==> config.mk <==
export PLATFORM = sky130hd
export DESIGN_NAME = serial_subtractor_flat
export DESIGN_NICKNAME = d
export VERILOG_FILES = /design/src/rtl/serial_subtractor_pkg.sv /design/src/rtl/serial_subtractor_if.sv /design/src/rtl/serial_subtractor_fsb.sv /design/src/rtl/serial_subtractor.sv /design/src/flat_wrapper.sv
export SDC_FILE = /design/constraint.sdc
export NUM_CORES = 1
export LEC_CHECK = 0
export BUFFER_PORTS_ARGS = -buffer_cell sky130_fd_sc_hd__clkbuf_2
export CAP_MARGIN = 15
export CORE_MARGIN = 2
export CORE_UTILIZATION = 44
export CTS_CLUSTER_SIZE = 12
export DETAILED_ROUTE_END_ITERATION = 12
export PLACE_DENSITY = 0.64
export SETUP_SLACK_MARGIN = 0.05
export SLEW_MARGIN = 0
export SYNTH_ARGS = -nofsm -noshare
export SYNTH_HDL_FRONTEND = slang
export SYNTH_SLANG_ARGS = --single-unit
==> constraint.sdc <==
create_clock -name clk -period 2.15 [get_ports clk]
set_clock_uncertainty 0.1 [all_clocks]
set_input_delay 0.3225 -clock clk [delete_from_list [all_inputs] [get_ports clk]]
set_output_delay 0.3225 -clock clk [all_outputs]
set_load 0.05 [all_outputs]
==> src/rtl/serial_subtractor_pkg.sv <==
// Shared types and helpers for the bit-serial subtractor.
// State encoding is fixed so state_q can be probed as a plain bit.
package serial_sub_pkg;

  typedef enum logic {
    ST_IDLE  = 1'b0,
    ST_SHIFT = 1'b1
  } state_e;

  function automatic int clog2(input int n);
    int r;
    r = 0;
    while ((1 << r) < n) r++;
    return r;
  endfunction

endpackage

==> src/rtl/serial_subtractor_if.sv <==
// Request/result bundle between a requester and the serial subtractor.
// master drives operands and start; slave returns status and results.
interface serial_subtractor_if #(
  parameter int WIDTH = 4
);
  logic             start;
  logic [WIDTH-1:0] a;
  logic [WIDTH-1:0] b;
  logic             bin;
  logic             busy;
  logic             done;
  logic [WIDTH-1:0] diff;
  logic             bout;
  logic             ovf;

  modport master (
    output start, a, b, bin,
    input  busy, done, diff, bout, ovf
  );

  modport slave (
    input  start, a, b, bin,
    output busy, done, diff, bout, ovf
  );
endinterface

==> src/rtl/serial_subtractor_fsb.sv <==
// One-bit full subtractor cell: d = x - y - bi, borrow out on bo.
// Purely combinational; reused once per clock on the operand LSBs.
module full_subtractor_bit (
  input  logic x,
  input  logic y,
  input  logic bi,
  output logic d,
  output logic bo
);
  assign d  = x ^ y ^ bi;
  assign bo = (~x & y) | (~(x ^ y) & bi);
endmodule

==> src/rtl/serial_subtractor.sv <==
// Bit-serial two's-complement subtractor, LSB first, WIDTH cycles per operation.
// Start is honoured only in IDLE; results are registered and held until the next completion.
module serial_subtractor
  import serial_sub_pkg::*;
#(
  parameter int WIDTH = 4
) (
  input  logic               clk,
  input  logic               rst_n,
  serial_subtractor_if.slave bus
);

  localparam int              CW       = (clog2(WIDTH) < 1) ? 1 : clog2(WIDTH);
  localparam logic [CW-1:0]   CNT_LAST = CW'(WIDTH - 1);

  state_e           state_q, state_d;
  logic [CW-1:0]    cnt_q, cnt_d;
  logic [WIDTH-1:0] a_sh_q, a_sh_d;
  logic [WIDTH-1:0] b_sh_q, b_sh_d;
  logic [WIDTH-1:0] res_sh_q, res_sh_d;
  logic             brw_q, brw_d;
  logic [WIDTH-1:0] diff_q, diff_d;
  logic             bout_q, bout_d;
  logic             ovf_q, ovf_d;
  logic             done_q, done_d;

  logic             bit_d;
  logic             bit_bo;
  logic [WIDTH-1:0] res_next;

  full_subtractor_bit u_cell (
    .x  (a_sh_q[0]),
    .y  (b_sh_q[0]),
    .bi (brw_q),
    .d  (bit_d),
    .bo (bit_bo)
  );

  // New result bit enters at the MSB so after WIDTH shifts the LSB lands at bit 0.
  assign res_next = {bit_d, res_sh_q[WIDTH-1:1]};

  always_comb begin
    state_d  = state_q;
    cnt_d    = cnt_q;
    a_sh_d   = a_sh_q;
    b_sh_d   = b_sh_q;
    res_sh_d = res_sh_q;
    brw_d    = brw_q;
    diff_d   = diff_q;
    bout_d   = bout_q;
    ovf_d    = ovf_q;
    done_d   = 1'b0;

    case (state_q)
      ST_IDLE: begin
        if (bus.start) begin
          a_sh_d   = bus.a;
          b_sh_d   = bus.b;
          brw_d    = bus.bin;
          cnt_d    = '0;
          res_sh_d = '0;
          state_d  = ST_SHIFT;
        end
      end
      ST_SHIFT: begin
        a_sh_d   = {1'b0, a_sh_q[WIDTH-1:1]};
        b_sh_d   = {1'b0, b_sh_q[WIDTH-1:1]};
        res_sh_d = res_next;
        brw_d    = bit_bo;
        cnt_d    = cnt_q + CW'(1);
        if (cnt_q == CNT_LAST) begin
          // brw_q here is the borrow into the MSB; compare with the borrow out for overflow.
          diff_d  = res_next;
          bout_d  = bit_bo;
          ovf_d   = brw_q ^ bit_bo;
          done_d  = 1'b1;
          cnt_d   = '0;
          state_d = ST_IDLE;
        end
      end
      default: state_d = ST_IDLE;
    endcase
  end

  always_ff @(posedge clk) begin
    if (!rst_n) begin
      state_q  <= ST_IDLE;
      cnt_q    <= '0;
      a_sh_q   <= '0;
      b_sh_q   <= '0;
      res_sh_q <= '0;
      brw_q    <= 1'b0;
      diff_q   <= '0;
      bout_q   <= 1'b0;
      ovf_q    <= 1'b0;
      done_q   <= 1'b0;
    end else begin
      state_q  <= state_d;
      cnt_q    <= cnt_d;
      a_sh_q   <= a_sh_d;
      b_sh_q   <= b_sh_d;
      res_sh_q <= res_sh_d;
      brw_q    <= brw_d;
      diff_q   <= diff_d;
      bout_q   <= bout_d;
      ovf_q    <= ovf_d;
      done_q   <= done_d;
    end
  end

  assign bus.busy = (state_q == ST_SHIFT);
  assign bus.done = done_q;
  assign bus.diff = diff_q;
  assign bus.bout = bout_q;
  assign bus.ovf  = ovf_q;

endmodule
==> src/flat_wrapper.sv <==
// flat-port wrapper written by rule: the top's interface ports become plain ports
module serial_subtractor_flat import serial_sub_pkg::*;
#(
  parameter int WIDTH = 4
)
  (clk, rst_n, bus_start, bus_a, bus_b, bus_bin, bus_busy, bus_done, bus_diff, bus_bout, bus_ovf);
  serial_subtractor_if #(.WIDTH(WIDTH)) bus_i ();
  input  logic clk;
  input  logic rst_n;
  input wire logic [$bits(bus_i.start)-1:0] bus_start;
  input wire logic [$bits(bus_i.a)-1:0] bus_a;
  input wire logic [$bits(bus_i.b)-1:0] bus_b;
  input wire logic [$bits(bus_i.bin)-1:0] bus_bin;
  output wire logic [$bits(bus_i.busy)-1:0] bus_busy;
  output wire logic [$bits(bus_i.done)-1:0] bus_done;
  output wire logic [$bits(bus_i.diff)-1:0] bus_diff;
  output wire logic [$bits(bus_i.bout)-1:0] bus_bout;
  output wire logic [$bits(bus_i.ovf)-1:0] bus_ovf;
  assign bus_i.start = bus_start;
  assign bus_i.a = bus_a;
  assign bus_i.b = bus_b;
  assign bus_i.bin = bus_bin;
  assign bus_busy = bus_i.busy;
  assign bus_done = bus_i.done;
  assign bus_diff = bus_i.diff;
  assign bus_bout = bus_i.bout;
  assign bus_ovf = bus_i.ovf;
  serial_subtractor #(.WIDTH(WIDTH)) u_core (.clk(clk), .rst_n(rst_n), .bus(bus_i));
endmodule
==> impl_metrics.toml <==
[critical_path]
cp_slowest_stage_delay_ns = 0.58
cp-end-kind = "output port"
rr_endpoint = "u_core.res_sh_q[3]"
crit_path_max_fanout = 14
crit_required_ns = 1.73
path_cells = "clkbuf_2"
crit_buf_inv = 1
r2r_start = "u_core.bus.busy"
crit_arrival_ns = 1.24
crit_type = "flop to output port"
crit_slowest_cell = "dfxtp_1"
critical_path.top_delay_family = "flip-flops"
cp-start-kind = "flop"
reg2reg_depth = 3
reg2reg_slack_ns = 0.77

[yosys]
syn_avg_cell_area_um2 = 9.971
ys_top_cells_by_area = "dfxtp_1 46%, mux2i_1 9.4%, a211oi_1 6.3%, a21oi_1 5.2%, or3b_1 4.6%"
async_flop_share_pct = 0
synth_edf_count = 0
syn_inst = 96
synthTopCellsByCount = "22 x dfxtp_1, 10 x a21oi_1, 9 x mux2i_1"
yosysMostFrequentCell = "dfxtp_1"
synth.top_cell.area_share_pct = 46.01
synth_cell_type_count = 24
syn_area_um2 = 957.2
seq_area_frac_synth_pct = 46.01
syn_nets = 110
ys.warnings.count = 0
ys.flop_type = "dfxtp_1"
synth_top_area_cell = "dfxtp_1"
ys_ff_latch = 22

[sta]
fin_crit_sh_pct = 77.26
hold_violations = 0
max_freq_mhz = 602.0
setup_viol = 0
max_slew_margin_pct = 73.30
finalCriticalPeriod_ns = 1.661
fin_setup_tns_ns = 0
rsz0062_at_grt = "no"
worstMarginPinSlew_ns = 0.4005
slew_viol_final = 0

[clocking]
postCtsSetupRepairBufs = 0
cts_hold_buf = 0
clock-sinks = 22
insertion_delay_ns = 0.30
cts-buffers-inserted = 3
clockBufferDepth = 2
cts_resized = 0
htreeDepth = 1
clock-root-buffer = "clkbuf_4"
clk_pin_slew_ns = 0.13
cts_tree = "yes"

[cells_and_area]
final_util_pct = 55.06
antenna_cells = 0
nFillCells = 195
multi_input_area_um2 = 457.9
areaGrowthSynthToFinish_pct = 15.16
seqCellArea_um2 = 440.4
drive_gt1_share_pct = 25.44
layout.nets = 129

[global_route]
grt_usage_pct = 14.09
grt_pass1_wl_mm = 2.794
grt_pass1_vias = 621
grt_antenna_before_repair = 0
grt_max_degree = 20
gr-total-overflow = 0

[placed_design]
portBuffers = 19
dpl.hpwl_mm = 1.159
gp_congestion = 0.6980

[hold_path]
hold_path_depth = 3
hold_path.class = "input port to flop"
whs_endpoint = "u_core.a_sh_q[3]"
hp-start = "bus_a[3]"

[drt]
drtIter0Drc = 13
drtAntennaViolNets = 0
drt-total-wl_mm = 1.644
drc = 0
viasPerCell = 5.106
routedWlPerCell_um = 11.66
via_count = 720
first_pass_iters = 4

[floorplan]
die_w_um = 50.64
core_mm2 = 0.002002
num_rows = 16
initial_core_util_pct = 47.81
die_y_um = 50.64
die_area_mm2 = 0.002564
ios = 20

[pwr]
p_per_area_mw_per_mm2 = 767.1
leakage_nw = 0.4678
ir_worst_vdd_mv = 0.3994
power_uw = 845.6

[status]
status = "finished clean"

[flow_run]
max-cap-violations = 0
flip-flops by register name, summed over array words and instances (netlist names):
signal           count
u_core.a_sh_q        4
u_core.b_sh_q        4
u_core.brw_q         1
u_core.bus.bout      1
u_core.bus.busy      1
u_core.bus.diff      4
u_core.bus.done      1
u_core.bus.ovf       1
u_core.cnt_q         2
u_core.res_sh_q      3
worst max-delay path by stage:
stage,start,to,cells past startpoint
floorplan,u_core.bus.busy,u_core.bus.bout,4
global placement,u_core.bus.busy,u_core.res_sh_q[1],3
detailed placement,u_core.brw_q,u_core.brw_q,4
CTS,u_core.bus.busy,bus_busy,1
global route,u_core.bus.busy,bus_busy,1
finish,u_core.bus.busy,bus_busy,1
through the flow:
stage | hold slack [ns] | instance area, µm² | setup slack [ns] | cells
floorplan | 0.3382 | 957.2 | 0.7189 | 96
global placement | 0.3524 | 1050 | 0.8148 | 137
detailed placement | 0.3652 | 1050 | 0.7927 | 137
CTS | 0.1511 | 1102 | 0.4967 | 141
global route | 0.1888 | 1102 | 0.4165 | 141
finish | 0.1557 | 1102 | 0.4890 | 141
logic make-up (layout without fill, tap and decap cells):
logic type      after synthesis  in the layout  synth area share, %
simple gates                 29             29                17.52
xor+xnor                      1              1               0.9152
buf+inv                      10             28                6.143
flops                        22             22                46.01
mux                           9              9                9.412
fa+ha+maj                     2              2                3.399
compound gates               23             23                16.60
area by class of cell:
class,instances,share of cell area [%]
tap,27,3.065
clock inverter,1,2.724
sequential,22,39.95
timing repair buffer,20,9.308
inverter,4,1.362
multi-input combinational,64,41.54
clock buffer,3,2.043
power breakdown:
group / switching [mW] / internal, mW
registers: 0.0142 / 0.427
clock network: 0.123 / 0.188
logic: 0.0510 / 0.0429
total: 0.188 / 0.658
placed cells by master, fill, tap and decap left out:
master | netlist | layout
a21oi_1 | 10 | 10
o2bb2ai_1 | 1 | 1
xnor2_1 | 1 | 1
a211oi_1 | 8 | 8
nor2b_1 | 6 | 6
clkbuf_2 | 0 | 19
buf_4 | 1 | 1
nand2_1 | 5 | 5
inv_1 | 3 | 3
nor3_1 | 1 | 1
mux2i_1 | 9 | 9
or3b_1 | 5 | 5
and2_1 | 2 | 2
clkbuf_4 | 0 | 3
dfxtp_1 | 22 | 22
nor2_1 | 3 | 3
inv_2 | 1 | 1
nand3_1 | 4 | 4
bufinv_16 | 0 | 1
and3_1 | 1 | 1
ha_1 | 1 | 1
fa_1 | 1 | 1
a21bo_2 | 4 | 4
nand2b_1 | 2 | 2
metal layers:
| layer | up-vias | track usage (%) | share of wire, % | wire length [µm] |
|---|---|---|---|---|
| met2 | 12 | 21.71 | 44 | 720 |
| met5 | - | 0 | 0 | 0 |
| met3 | 2 | 2.679 | 3.5 | 58 |
| met1 | 334 | 19.41 | 52 | 849 |
| li1 | 372 | - | - | - |
| met4 | 0 | 5.405 | 0.91 | 15 |
Note: power is estimated with default switching activity, not from simulation.
